`src/rtl/input_cond_pkg.sv`:
```
// input_cond_pkg
// Shared defaults and helpers for the input_conditioner block.
//   - DEF_* : default parameter values used by input_conditioner and
//             debounce_channel.
//   - cnt_width(n) : bits needed to hold a counter with n states, never
//                    less than 1 (a 1-state counter still needs a wire).
package input_cond_pkg;

  localparam int DEF_WIDTH         = 8;
  localparam int DEF_SYNC_STAGES   = 2;
  localparam int DEF_SAMPLE_PERIOD = 25000;
  localparam int DEF_CNT_MAX       = 150;
  localparam int DEF_REPEAT_DELAY  = 200;
  localparam int DEF_REPEAT_RATE   = 50;

  function automatic int cnt_width(input int n);
    return (n <= 1) ? 1 : $clog2(n);
  endfunction

endpackage

```
`src/rtl/debounce_channel.sv`:
```
// debounce_channel
// One channel of the input conditioner: symmetric debounce counter,
// debounced level, registered rise/fall edge pulses and the press output.
// Optional feature macro: INPUT_COND_REPEAT_EN adds an auto-repeat counter
// that re-fires press while the level is held high; without it press = rise.
// Ports:
//   clk          in  system clock
//   rst_n        in  synchronous active-low reset
//   sample_pulse in  shared debounce sample strobe (one cycle)
//   sync_bit     in  synchronised raw input for this channel
//   level        out debounced level
//   rise         out one-cycle pulse after level goes 0->1
//   fall         out one-cycle pulse after level goes 1->0
//   press        out rise plus auto-repeat pulses
module debounce_channel
  import input_cond_pkg::*;
#(
  parameter int CNT_MAX      = DEF_CNT_MAX,
  parameter int REPEAT_DELAY = DEF_REPEAT_DELAY,
  parameter int REPEAT_RATE  = DEF_REPEAT_RATE
) (
  input  logic clk,
  input  logic rst_n,
  input  logic sample_pulse,
  input  logic sync_bit,
  output logic level,
  output logic rise,
  output logic fall,
  output logic press
);

  localparam int CW = cnt_width(CNT_MAX + 1);
  localparam logic [CW-1:0] CNT_LAST = CW'(CNT_MAX - 1);

  logic [CW-1:0] cnt;
  logic          level_d;
  logic          rise_now;

  assign rise_now = level & ~level_d;

  // Debounce: any agreeing sample throws away accumulated disagreement.
  always_ff @(posedge clk) begin
    if (!rst_n) begin
      cnt     <= '0;
      level   <= 1'b0;
      level_d <= 1'b0;
      rise    <= 1'b0;
      fall    <= 1'b0;
    end else begin
      if (sample_pulse) begin
        if (sync_bit != level) begin
          if (cnt == CNT_LAST) begin
            level <= ~level;
            cnt   <= '0;
          end else begin
            cnt <= cnt + 1'b1;
          end
        end else begin
          cnt <= '0;
        end
      end
      level_d <= level;
      rise    <= rise_now;
      fall    <= ~level & level_d;
    end
  end

`ifdef INPUT_COND_REPEAT_EN
  localparam int RMAX = (REPEAT_DELAY > REPEAT_RATE) ? REPEAT_DELAY : REPEAT_RATE;
  localparam int RW   = cnt_width(RMAX + 1);
  localparam logic [RW-1:0] DELAY_LAST = RW'(REPEAT_DELAY - 1);
  localparam logic [RW-1:0] RATE_LAST  = RW'(REPEAT_RATE - 1);

  logic [RW-1:0] rep_cnt;
  logic          rep_first;   // still waiting for the initial (longer) delay
  logic          rep_hit;

  assign rep_hit = sample_pulse & level &
                   (rep_first ? (rep_cnt == DELAY_LAST) : (rep_cnt == RATE_LAST));

  // Repeat counter restarts on every rise, so a repeat cannot land on a rise.
  always_ff @(posedge clk) begin
    if (!rst_n) begin
      rep_cnt   <= '0;
      rep_first <= 1'b0;
      press     <= 1'b0;
    end else begin
      press <= rise_now | rep_hit;
      if (rise_now) begin
        rep_cnt   <= '0;
        rep_first <= 1'b1;
      end else if (!level) begin
        rep_cnt   <= '0;
        rep_first <= 1'b0;
      end else if (rep_hit) begin
        rep_cnt   <= '0;
        rep_first <= 1'b0;
      end else if (sample_pulse) begin
        rep_cnt <= rep_cnt + 1'b1;
      end
    end
  end
`else
  assign press = rise;
  // Repeat parameters are meaningful only with the repeat feature.
  logic unused_rep;
  assign unused_rep = ^{REPEAT_DELAY, REPEAT_RATE};
`endif

endmodule

```
`src/rtl/input_conditioner.sv`:
```
// input_conditioner
// Front end for asynchronous board inputs: per channel synchronise,
// debounce (press and release), and emit rise/fall/press pulses.
// Optional feature macro: INPUT_COND_REPEAT_EN (auto-repeat on press).
// Ports:
//   clk      in  system clock, all state on rising edge
//   rst_n    in  synchronous active-low reset
//   async_in in  [WIDTH] raw asynchronous inputs, active-high
//   level    out [WIDTH] debounced level
//   rise     out [WIDTH] one-cycle pulse per 0->1 of level
//   fall     out [WIDTH] one-cycle pulse per 1->0 of level
//   press    out [WIDTH] rise plus auto-repeat pulses
module input_conditioner
  import input_cond_pkg::*;
#(
  parameter int WIDTH         = DEF_WIDTH,
  parameter int SYNC_STAGES   = DEF_SYNC_STAGES,
  parameter int SAMPLE_PERIOD = DEF_SAMPLE_PERIOD,
  parameter int CNT_MAX       = DEF_CNT_MAX,
  parameter int REPEAT_DELAY  = DEF_REPEAT_DELAY,
  parameter int REPEAT_RATE   = DEF_REPEAT_RATE
) (
  input  logic             clk,
  input  logic             rst_n,
  input  logic [WIDTH-1:0] async_in,
  output logic [WIDTH-1:0] level,
  output logic [WIDTH-1:0] rise,
  output logic [WIDTH-1:0] fall,
  output logic [WIDTH-1:0] press
);

  localparam int TW = cnt_width(SAMPLE_PERIOD);
  localparam logic [TW-1:0] TMR_LAST = TW'(SAMPLE_PERIOD - 1);

  logic [WIDTH-1:0] sync_p [SYNC_STAGES];
  logic [TW-1:0]    tmr;
  logic             sample_pulse;

  // Synchroniser chain; the last stage feeds the debouncers.
  always_ff @(posedge clk) begin
    if (!rst_n) begin
      for (int s = 0; s < SYNC_STAGES; s++) sync_p[s] <= '0;
    end else begin
      sync_p[0] <= async_in;
      for (int s = 1; s < SYNC_STAGES; s++) sync_p[s] <= sync_p[s-1];
    end
  end

  // Shared sample timer; with SAMPLE_PERIOD=1 it stays at 0 and strobes always.
  assign sample_pulse = (tmr == TMR_LAST);

  always_ff @(posedge clk) begin
    if (!rst_n)            tmr <= '0;
    else if (sample_pulse) tmr <= '0;
    else                   tmr <= tmr + 1'b1;
  end

  for (genvar i = 0; i < WIDTH; i++) begin : g_ch
    debounce_channel #(
      .CNT_MAX      (CNT_MAX),
      .REPEAT_DELAY (REPEAT_DELAY),
      .REPEAT_RATE  (REPEAT_RATE)
    ) u_ch (
      .clk          (clk),
      .rst_n        (rst_n),
      .sample_pulse (sample_pulse),
      .sync_bit     (sync_p[SYNC_STAGES-1][i]),
      .level        (level[i]),
      .rise         (rise[i]),
      .fall         (fall[i]),
      .press        (press[i])
    );
  end

endmodule

```
`config.mk`:
```
export PLATFORM = sky130hd
export DESIGN_NAME = input_conditioner
export DESIGN_NICKNAME = d
export VERILOG_FILES = /design/src/rtl/input_cond_pkg.sv /design/src/rtl/debounce_channel.sv /design/src/rtl/input_conditioner.sv
export SDC_FILE = /design/constraint.sdc
export NUM_CORES = 1
export LEC_CHECK = 0
export ABC_CLOCK_PERIOD_IN_PS = 2700
export BUFFER_PORTS_ARGS = -buffer_cell sky130_fd_sc_hd__buf_2
export CAP_MARGIN = 20
export CELL_PAD_IN_SITES_DETAIL_PLACEMENT = 0
export CELL_PAD_IN_SITES_GLOBAL_PLACEMENT = 1
export CORE_ASPECT_RATIO = 0.7
export CORE_MARGIN = 3
export CORE_UTILIZATION = 45
export CTS_CLUSTER_DIAMETER = 120
export CTS_CLUSTER_SIZE = 25
export DETAILED_ROUTE_END_ITERATION = 8
export GPL_TIMING_DRIVEN = 0
export PLACE_DENSITY_LB_ADDON = 0.2
export SYNTH_ARGS = -nofsm -noshare
export SYNTH_HDL_FRONTEND = slang
export SYNTH_SLANG_ARGS = --single-unit
```
`constraint.sdc`:
```
create_clock -name clk -period 2.7 [get_ports clk]
set_clock_uncertainty 0.1 [all_clocks]
set_input_delay 0.54 -clock clk [delete_from_list [all_inputs] [get_ports clk]]
set_output_delay 0.54 -clock clk [all_outputs]
set_load 0.1 [all_outputs]
```
==> impl_results.md <==
- Reg-to-Reg End: g_ch[4].u_ch.cnt[2]$_SDFFE_PN0N_
- Clock latency on the worst-skew pair: 0.41 ns
- Total die area: 15,500 sq um
- Gate count after technology mapping: 704
- Final hold vios: 0
- CP Buf/Inv Count: 1
- Post-cts hold buffer count: 0
- Initial antenna violation count: 0
- Cell taking the most area after synthesis: dfxtp_1
- Worst Setup Path Type: register to register
- Last weighted congestion value of the routability-driven placer: 0.845
- Leakage power of the design: 0.00301 uW
- Status: completed
- Element type at the critical path start: register
- Post-Synthesis Cell Area: 6300 sq um
- Clock buffers created by TritonCTS: 17
- Met3 global-route usage: 3.68%
- DRC violation count after routing: 0
- CTS tree: done
- Worst-path cell with the longest stage delay: clkbuf_1
- End of the worst hold path: sync_p[0][2]$_SDFF_PN0_
- Growth of design area from synthesis to finish: 16.4%
- Effective utilization at floorplan: 46.9%
- R2r setup slk: 0.56 ns
- Max-slew violation total from the final report: 0
- Main area contributors after synthesis: dfxtp_1, nand2_1, buf_4
- Post-CTS repair timing setup buffer count: 0
- Antenna Cells: 0
- Largest driver fanout on the critical path: 10
- CP top delay family: buffers and inverters
- Port Buf Inserts: 40
- Post-route fraction of the period consumed by the critical path: 79.2%
- Final setup TNS: 0 ns
- CTS clock-pin slew for the worst setup and hold paths: 0.06 ns
- Reg-to-reg critical path startpoint: tmr[0]$_SDFF_PP0_
- Beginning of the worst hold path: async_in[2]
- Type of element capturing the critical path: register
- Via count of the first global-routing pass: 5,164
- Post-detail-place hpwl: 11.6 mm
- Detail Route Antenna Nets: 0
- Starting DRC count in detailed routing: 328
- Actual slew at the worst max-slew pin: 0.804 ns
- Highest-utilization routing layer at the global route stage: met2
- Number of rows created at floorplan: 35
- Cell depth of the worst hold path: 2
- Die Y: 105 um
- Power density over cell area: 595 nW/um^2
- Warnings from Yosys: 0
- Met2 usage in global routing: 34.3%
- Post-DR vias/cell: 5.69
- H-tree depth reported by CTS: 4
- Core footprint: 13,400 sq um
- Buffers from clock root to sink, at most: 2
- Path type of the worst min-delay path: input port to register
- Number of synthesized flops with an enable pin: 0
- IR drop worst, VDD: 0.428 mV
- Clock net sink count: 127
- Fraction of synthesized cell area taken by the top area cell type: 40.3%
- Proportion of synthesized chip area in sequential cells: 40.3%
- Syn avg cell area: 8.95 sq um
- Fraction of met1 tracks used by global routing: 30.2%
- Achievable frequency: 468 MHz
- Cells along the critical path: ha_1 -> and3_1 -> nand4_1 -> clkbuf_1 -> a21oi_1 -> o22ai_1
- Async S/R FF share, synth: 0%
- Reg2reg path depth: 6
- Critical Path RT: 2.93 ns
- Stage delay of the slowest cell on the critical path: 0.54 ns
- Maximum number of pins on one net before global-route repair: 17
- Cts repair resizes: 0
- Fraction of final layout cells sized beyond drive strength 1: 20.8%
- Die X: 147 um
- Cell at the root of the clock tree: clkbuf_16
- Initial DRT Pass Iterations: 5
- Final setup violation count: 0
- Prevailing post-synth register cell: dfxtp_1
- Post-route minimum period: 2.14 ns
- Share of the core filled with cells: 54.6%
- Total of max-cap violations: 0
- Relative max-transition margin: 46.4%
- Combined global-route utilization of all metal layers: 21.7%
- Synthesized flop and latch total: 127
- Global-route wire length before repair: 26.8 mm
- RSZ-0062 raised after global routing: no
- IO Pins: 42
- Avg WL per Cell: 17.2 um
- Layout fillers: 1,227
- Number of distinct library cell variants in the gate-level netlist after synthesis: 49
- Data arrival time of the critical path: 2.37 ns
- Overall via count from detail_route: 5,462
- Number of nets in the final layout: 790
- Total overflow reported by the global router: 0
- Net count after synthesis: 731
- Wire length reported by the detailed router: 16.5 mm
[cells by family after synthesis]
logic type,after synthesis,share of synthesized area [%]
simple gates,297,25.6
compound gates,151,19.3
xor+xnor,21,2.92
buf+inv,91,8.54
flops,127,40.3
fa+ha+maj,17,3.37
[registers in the layout, indices dropped and copies added (netlist names)]
| register | flops |
|---|---|
| g_ch.u_ch.level | 8 |
| g_ch.u_ch.press | 8 |
| sync_p | 16 |
| g_ch.u_ch.cnt | 64 |
| tmr | 15 |
| g_ch.u_ch.fall | 8 |
| g_ch.u_ch.level_d | 8 |
[synth_stat cells, types with 3 or more instances]
cell type  instances
buf_4             33
a2bb2oi_1          7
and2_1            16
nand3_1           36
a31oi_1           14
nor3_1             5
nor4bb_1           7
o2111ai_1          7
dfxtp_1          127
a21oi_2            8
o211ai_2           7
nand2b_1           8
nand3_2            7
o21ai_0            8
buf_12             3
buf_2              4
clkbuf_1          22
or3_1             25
o32ai_1            8
xnor2_1           17
o31ai_1            7
and3b_1            7
a2bb2oi_2          8
xor2_1             4
nor4_1            11
inv_1             27
nand2_4            8
nor2_1            32
ha_1              17
a21oi_1           25
o41ai_1            7
nand2_1           99
o22ai_1           32
o41ai_2            8
nand4_1           14
and3_1            16
[worst register-to-register path: stages, from the launching register on]
cell and delay, ns:
dfxtp_1 0.33, ha_1 0.25, and3_1 0.23, nand4_1 0.26, clkbuf_1 0.54, a21oi_1 0.12, o22ai_1 0.22
[worst max path at each step]
stage          cells past startpoint               from                          endpoint
6_report                           6  tmr[0]$_SDFF_PP0_  g_ch[4].u_ch.cnt[2]$_SDFFE_PN0N_
5_1_grt                            6  tmr[0]$_SDFF_PP0_   g_ch[7].u_ch.level$_SDFFE_PN0P_
4_1_cts                            6  tmr[0]$_SDFF_PP0_  g_ch[4].u_ch.cnt[2]$_SDFFE_PN0N_
3_5_place_dp                       7              rst_n  g_ch[6].u_ch.cnt[7]$_SDFFE_PN0N_
3_3_place_gp                       7              rst_n  g_ch[0].u_ch.cnt[7]$_SDFFE_PN0N_
2_1_floorplan                      7              rst_n  g_ch[0].u_ch.cnt[7]$_SDFFE_PN0N_
[report_power, final]
part           switching, uW  internal (uW)
Clock                    872           1470
Combinational           93.9           26.9
Sequential              7.64           1890
[placed cells by master (no fill, tap or decap), types with 5 or more instances in the layout]
cell type  instances
a21oi_1           25
nand2_4            8
nor4bb_1           7
nand2b_1           8
o31ai_1            7
nor3_1             5
nor4_1            11
buf_2             44
inv_1             27
nand2_1           99
and2_1            16
o41ai_2            8
clkbuf_1          22
and3b_1            7
o22ai_1           32
buf_4             33
o41ai_1            7
clkbuf_16         17
a31oi_1           14
ha_1              17
nand4_1           14
nor2_1            32
nand3_1           36
nand3_2            7
or3_1             25
o211ai_2           7
a21oi_2            8
and3_1            16
a2bb2oi_1          7
o2111ai_1          7
dfxtp_1          127
a2bb2oi_2          8
xnor2_1           17
o21ai_0            8
o32ai_1            8
[stage by stage]
stage	instances	power [uW]	cell area (sq um)	hold slack, ns	setup slack, ns
after floorplan	704	2010	6300	0.291	0.929
final	960	4360	7340	0.227	0.563
after CTS	960	4400	7340	0.218	0.570
after detailed placement	929	2060	6740	0.302	0.343
after global placement	929	2060	6740	0.297	0.384
after global routing	960	4500	7340	0.219	0.427
[area by class of cell]
| type | count | area (sq um) | area share, % |
|---|---|---|---|
| clock buffer | 18 | 439 | 5.98 |
| clock inverter | 13 | 164 | 2.23 |
| buffer | 64 | 437 | 5.95 |
| inverter | 27 | 101 | 1.38 |
| multi-input combinational | 486 | 3220 | 43.9 |
| sequential | 127 | 2540 | 34.6 |
| timing repair buffer | 40 | 200 | 2.73 |
| tap | 185 | 231 | 3.15 |
[per-layer routing]
metal,vias to the layer above,share of wire [%],routed length (um)
met5,-,0,0
met1,2624,47,7820
met2,154,46,7560
met4,0,1.3,215
li1,2662,-,-
met3,22,5.4,891
Note: power is estimated with default switching activity, not from simulation.
